$ cat src/rtl/unit_lit_encoder.sv
// rtl/unit_lit_encoder.sv - turns unit-assignment mark/value vectors into an ascending stream of signed literals
module unit_lit_encoder #(
    parameter int WIDTH    = 9,
    parameter int MAX_SIZE = 256
) (
    input  logic                clk,
    input  logic                rst_n,
    input  logic                start,
    input  logic [MAX_SIZE-1:0] mark_packed,
    input  logic [MAX_SIZE-1:0] bool_packed,
    input  logic                flush,
    output logic [WIDTH-1:0]    lit_out,
    output logic                lit_valid,
    input  logic                lit_ready,
    output logic                busy,
    output logic                done,
    output logic [WIDTH-1:0]    lit_count
);

    typedef enum logic [1:0] {
        S_IDLE = 2'd0,
        S_SCAN = 2'd1,
        S_EMIT = 2'd2,
        S_DONE = 2'd3
    } state_t;

    state_t              state;
    state_t              state_nxt;
    logic [MAX_SIZE-1:0] pending;
    logic [MAX_SIZE-1:0] val_reg;

    logic [WIDTH-2:0]    low_idx;
    logic                low_val;
    logic                pending_any;
    logic [MAX_SIZE-1:0] pending_rest;
    logic [WIDTH-1:0]    lit_enc;
    logic                accept;

    // Lowest pending variable and its captured value; descending loop so the smallest index wins
    always_comb begin
        low_idx = '0;
        low_val = 1'b0;
        for (int i = MAX_SIZE - 1; i >= 0; i--) begin
            if (pending[i]) begin
                low_idx = i[WIDTH-2:0];
                low_val = val_reg[i];
            end
        end
    end

    // Signed literal for the lowest pending variable; clearing the lowest set bit via x & (x-1)
    always_comb begin
        pending_any  = |pending;
        pending_rest = pending & (pending - MAX_SIZE'(1));
        lit_enc      = low_val ? {1'b0, low_idx} : (WIDTH'(0) - {1'b0, low_idx});
        accept       = lit_valid && lit_ready;
    end

    // State register
    always_ff @(posedge clk or negedge rst_n) begin
        if (!rst_n) begin
            state <= S_IDLE;
        end else begin
            state <= state_nxt;
        end
    end

    // Next-state logic; flush overrides every transition
    always_comb begin
        state_nxt = state;
        case (state)
            S_IDLE: if (start) state_nxt = S_SCAN;
            S_SCAN: state_nxt = pending_any ? S_EMIT : S_DONE;
            S_EMIT: if (accept && !pending_any) state_nxt = S_DONE;
            S_DONE: state_nxt = S_IDLE;
            default: state_nxt = S_IDLE;
        endcase
        if (flush) state_nxt = S_IDLE;
    end

    // Status outputs decoded from state
    always_comb begin
        busy = (state != S_IDLE);
        done = (state == S_DONE);
    end

    // Datapath: vector capture, literal load on scan/accept, accepted-literal counter
    always_ff @(posedge clk or negedge rst_n) begin
        if (!rst_n) begin
            pending   <= '0;
            val_reg   <= '0;
            lit_out   <= '0;
            lit_valid <= 1'b0;
            lit_count <= '0;
        end else if (flush) begin
            pending   <= '0;
            lit_valid <= 1'b0;
        end else begin
            case (state)
                S_IDLE: begin
                    if (start) begin
                        pending   <= mark_packed & ~MAX_SIZE'(1);
                        val_reg   <= bool_packed;
                        lit_count <= '0;
                    end
                end
                S_SCAN: begin
                    if (pending_any) begin
                        lit_out   <= lit_enc;
                        lit_valid <= 1'b1;
                        pending   <= pending_rest;
                    end
                end
                S_EMIT: begin
                    if (accept) begin
                        lit_count <= lit_count + WIDTH'(1);
                        if (pending_any) begin
                            lit_out <= lit_enc;
                            pending <= pending_rest;
                        end else begin
                            lit_valid <= 1'b0;
                        end
                    end
                end
                default: ;
            endcase
        end
    end

endmodule
$ cat config.mk
export PLATFORM = sky130hd
export DESIGN_NAME = unit_lit_encoder
export DESIGN_NICKNAME = d
export VERILOG_FILES = /design/src/rtl/unit_lit_encoder.sv
export SDC_FILE = /design/constraint.sdc
export NUM_CORES = 2
export LEC_CHECK = 0
export BUFFER_PORTS_ARGS = -buffer_cell sky130_fd_sc_hd__buf_4
export CAP_MARGIN = 25
export CORE_ASPECT_RATIO = 1.2
export CORE_MARGIN = 2
export CORE_UTILIZATION = 53
export CTS_BUF_LIST = sky130_fd_sc_hd__clkbuf_8
export DETAILED_ROUTE_END_ITERATION = 10
export PLACE_DENSITY = 0.88
export SYNTH_ARGS = -nofsm -noshare
export SYNTH_HDL_FRONTEND = slang
export SYNTH_SLANG_ARGS = --single-unit
$ cat constraint.sdc
create_clock -name clk -period 4.6 [get_ports clk]
set_input_delay 1.38 -clock clk [delete_from_list [all_inputs] [get_ports clk]]
set_output_delay 1.38 -clock clk [all_outputs]
set_load 0.03 [all_outputs]
# Word-level counts from Yosys, hierarchy flattened
# Index checks and enable logic that the tools add are counted.
classes:
  eq_ne: 10
  mux: 534
  addsub: 3
  bitwise: 2
  reduce_logical: 16
ops:
  columns: ["op", "n"]
  rows:
  - ["$mux 8", 256]
  - ["$mux 256", 4]
  - ["$pmux 256 s3", 1]
  - ["$mux 1", 261]
  - ["$and 256x256->256", 1]
  - ["$reduce_or 256->1", 1]
  - ["$sub 256x1->256 const B", 1]
  - ["$mux 9", 5]
  - ["$pmux 9 s2", 2]
  - ["$ne 3x3->1 const B", 5]
  - ["$add 9x1->9 const B", 1]
  - ["$reduce_and 3->1", 3]
  - ["$sub 1x8->9 const A", 1]
  - ["$pmux 2 s4", 1]
  - ["$reduce_and 4->1", 2]
  - ["$mux 2", 3]
  - ["$reduce_bool 2->1", 3]
  - ["$eq 2x2->1 const B", 2]
  - ["$ne 2x2->1 const B", 2]
  - ["$reduce_bool 4->1", 1]
  - ["$reduce_bool 3->1", 1]
  - ["$eq 2x1->1 const B", 1]
  - ["$logic_and 1x1->1", 2]
  - ["$logic_not 2->1", 1]
  - ["other kinds (4)", 4]
word_totals:
  regBits: 533
  elab_cells: 571
  inputBits: 517
  out_inout_bits: 21

# Logic depth before layout (Yosys ltp)
depth:
  word_depth: 261
  ltp_mapped: 14
  ltp_nobuf: 13

# Worst setup path after synthesis
# OpenSTA, ideal clock, no wires.
synth_path:
  kind: "reg-to-reg"
  from: "reg pending[227]"
  to: "reg pending[255]"
  path_slack_ns: 0.182
  path_stages_with_launch: 12
  n_path_buf: 1
  setup_ns: 0.133
  arrival_ns: 4.285
  required_time_ns: 4.467
  cell_sequence: "dfrtp_1 buf_6 or4_4 or3_4 or4b_1 or3_1 or3_1 or4_4 or4_4 or3_4 a2111oi_4 o31ai_1"
synth_between:
  elab_chain_cells: 6
synth_lines:
  columns: ["element", "line", "source"]
  rows:
  - ["from (decl)", "29", "logic [MAX_SIZE-1:0] pending;"]
  - ["from (signal assigned)", "102", "pending <= mark_packed & ~MAX_SIZE'(1);"]
  - ["from (signal assigned)", "111", "pending <= pending_rest;"]
  - ["from (signal assigned)", "119", "pending <= pending_rest;"]
  - ["$sub 256x1->256", "54", "pending_rest = pending & (pending - MAX_SIZE'(1));"]
  - ["$and 256x256->256", "54", null]
  - ["$mux 256 *", "108, 117", null]
  - ["$mux 256", "115", "if (accept) begin"]
  - ["$pmux 256 s3 *", "99", "case (state)"]
  - ["$mux 256 *", "95", "end else if (flush) begin"]
# Every way passes the cells marked *; elsewhere a longest branch is shown, timed or not. The select of a mux whose other input is x is not followed.
# A chain may end at the register's enable or synchronous reset.

# Worst setup path after layout
layout_path:
  from: "reg pending[127]"
  to: "reg pending[255]"
# The elaborated chain is that of the path after synthesis.

==> run metrics <==
status=completed; cts bufs inserted=a little under 90; top_reg_cell synth=dfrtp_1; RSZ-0062 raised after global routing=yes; first-pass GRT wire length=183 mm; worst skew pair latency=0.74 ns; LEAKAGE=approximately 17 nW; final setup vio count=0; max_cap viols=0; Wirelength per Cell=25.6 microns; CP Max Fanout=2; syn nets=roughly 4000; Worst EP required=between 5 and 6 ns; CTS Root Cell=clkbuf_8; WP data arrival=between 5 and 6 ns; Vias/cell=roughly 6.7; CP Launch Type=register; slowest library cell on the worst path=or4_4; die extent in y=approximately 270 microns; most frequent cell on the critical path=or4_4; leading cell type in the layout, fill and taps excluded=buf_4; Post-CTS Hold Buffers=0; yosys warns=0; crit share post-route=0.982; EDFF count, synth=0; crit path time final=about 4.5 ns; CP Capture Type=register; core area=56900 sq um; worst reg2reg startpoint=pending[127]; CTS tree=yes; Crit Path Class=reg -> reg; CTS H-tree lvls=3; Synth Cell Area=between 30000 and 40000 sq um; Hold Path Depth=2; Tot GR Track Use=0.402; area post-placement=36000 sq um; placed cell count=4594; I/O Pins=538; Buf/Inv on CP=2; post-synth cell types=76; die area=~60000 sq um; CP top delay family=simple AND/OR/NAND/NOR gates; DRT iter0 DRCs=approximately 4400; DR vias=between 30000 and 40000; Tot Pwr=roughly 32 mW; Worst path depth=12; Final Instance Area=approximately 38000 sq um; Max-Slew Margin vs Limit=0.250; number of global-route vias before repair=31678; clock sinks=roughly 530; FILL cells=~4400; Clock Path Buffers=3; DR DRC count=0; #FFs+latches synth=531; Die X=roughly 220 microns; Starting Density=0.534; port bufs=about 540; critical path launch point=pending[127]; antenna violations before repair=7; largest net degree at the start of global routing=around 100; cells after synthesis=3388; Crit path largest cell delay=around 0.54 ns; Worst Skew=between 0.04 and 0.05 ns; Final ANT Viol Nets=0; Final HPWL DP=approximately 89 mm; Final Slew Violations=0; max frequency=between 200 and 250 MHz; Area Overhead vs Synth=25.2%; Worst-Margin Slew=~1.1 ns; final WL=between 100 and 150 mm; VDD IR max=412 uV; post-route non-filler standard cell count=4762; Post-synth ARST share=1.00; # nets final=approximately 4500; Hold Violations, Final=0; post-synthesis sequential area ratio=0.437; commonest cells after routing, fill and taps aside=buf_4 (700), dfrtp_1 (531), nand2_1 (372); crit path cell chain=or4_4 -> or4_4 -> or4_4 -> nor4_4 -> buf_4 -> nand4_1 -> buf_6 -> or4_4 -> or4_4 -> or3_4 -> a2111oi_4 -> o31ai_2; RePlAce Congestion=0.965; Pwr Density=between 800 and 900 nW/um^2; gr ovfl total=0; Synth Area per Inst=about 9 sq um; worst min path class=reg -> reg; drt first pass iters=6; hold path startpoint=lit_out[6]; R2R depth=12; Site Rows=96; Clock transition at path regs=approximately 0.070 ns; share of cells above drive strength 1=0.290
-- worst reg2reg max path, stage by stage (launching register included) --
cell	delay, ns
dfrtp_1	0.40
or4_4	0.52
or4_4	0.43
or4_4	0.54
nor4_4	0.37
buf_4	0.19
nand4_1	0.10
buf_6	0.17
or4_4	0.44
or4_4	0.51
or3_4	0.40
a2111oi_4	0.22
o31ai_2	0.10
-- cell usage after synthesis, drive strengths merged (5+ instances only) --
cell / instances / area (sq um)
nor4bb: 5 / 50.1
clkbuf: 232 / 872
o21ai: 262 / 1310
inv: 81 / 304
nor2: 341 / 1280
a22o: 71 / 622
ha: 7 / 87.6
nor4: 118 / 744
a31oi: 31 / 194
nand3b: 9 / 67.6
a2111oi: 23 / 220
nand2: 374 / 1400
a32o: 19 / 190
a22oi: 93 / 698
o21a: 5 / 37.5
nand4: 55 / 344
a221oi: 24 / 210
o2111ai: 18 / 158
and3: 16 / 100
a21boi: 10 / 75.1
nand3: 55 / 275
dfrtp: 531 / 13300
a21oi: 152 / 761
or2: 19 / 119
o31ai: 33 / 248
or4: 51 / 394
o211ai: 19 / 143
nor4b: 6 / 52.6
a21o: 16 / 120
nor3: 103 / 515
o31a: 6 / 52.6
mux2: 255 / 2870
nor2b: 85 / 532
a221o: 42 / 420
o41ai: 5 / 43.8
and2: 13 / 81.3
a211oi: 42 / 315
o311ai: 7 / 61.3
or3: 41 / 267
nand2b: 35 / 219
buf: 10 / 48.8
a211o: 10 / 87.6
-- routing by layer --
metal,vias up,track usage,wire (microns),part of all wire
li1,13736,-,-,-
met1,15171,0.477,42700,0.35
met2,2418,0.650,57100,0.47
met3,587,0.102,13000,0.11
met4,6,0.266,8900,0.073
met5,-,0.00248,55,0.00045
-- cells by family after synthesis --
family / share of synthesized area
AO/OA/AOI/OAI: 0.207
XOR/XNOR: 0.00115
adder cells (fa/ha/maj): 0.00288
buffers and inverters: 0.0403
flip-flops: 0.437
multiplexers: 0.0947
AND/OR/NAND/NOR: 0.217
-- repair_timing --
action,CTS,global route
pin swaps,1,10
endpoints found under the setup margin,5,3
buffers inserted,0,1
hold endpoints to repair,0,0
resized for setup,5,8
-- area by class of cell --
cell class / count / area, sq um / share of cell area
Sequential cell: 531 / 13300 / 0.349
Timing Repair Buffer: 714 / 5520 / 0.145
Antenna cell: 6 / 15.0 / 0.000394
Multi-Input combinational cell: 2534 / 16100 / 0.421
Inverter: 81 / 304 / 0.00798
Tap cell: 735 / 920 / 0.0241
Clock buffer: 104 / 1430 / 0.0376
Clock inverter: 57 / 564 / 0.0148
-- power breakdown --
part	internal [mW]	total [mW]	switching, mW	leakage (nW)
clock network	2.70	4.82	2.13	1.10
registers	6.81	9.42	2.61	6.67
logic	6.99	17.4	10.4	9.41
-- per-stage QoR --
step	setup WS, ns	setup TNS, ns	hold slack [ns]	utilization
final	0.0823	0	0.494	0.669
after global routing	-0.0462	-0.0736	0.515	0.669
after global placement	-0.293	-0.698	0.468	0.632
after CTS	0.0230	0	0.487	0.668
after detailed placement	-0.375	-0.975	0.473	0.632
after floorplan	0.182	0	0.470	-
-- worst paths after layout --
check	endpoint	slack, ns
worst min register to register	lit_out[6]	0.49
max in group asynchronous	val_reg[225]	2.81
worst max register to register	pending[255]	0.08
worst min-delay path	lit_out[6]	0.49
worst max-delay path	pending[255]	0.08
min in group asynchronous	val_reg[105]	0.67
Note: power is estimated with default switching activity, not from simulation.
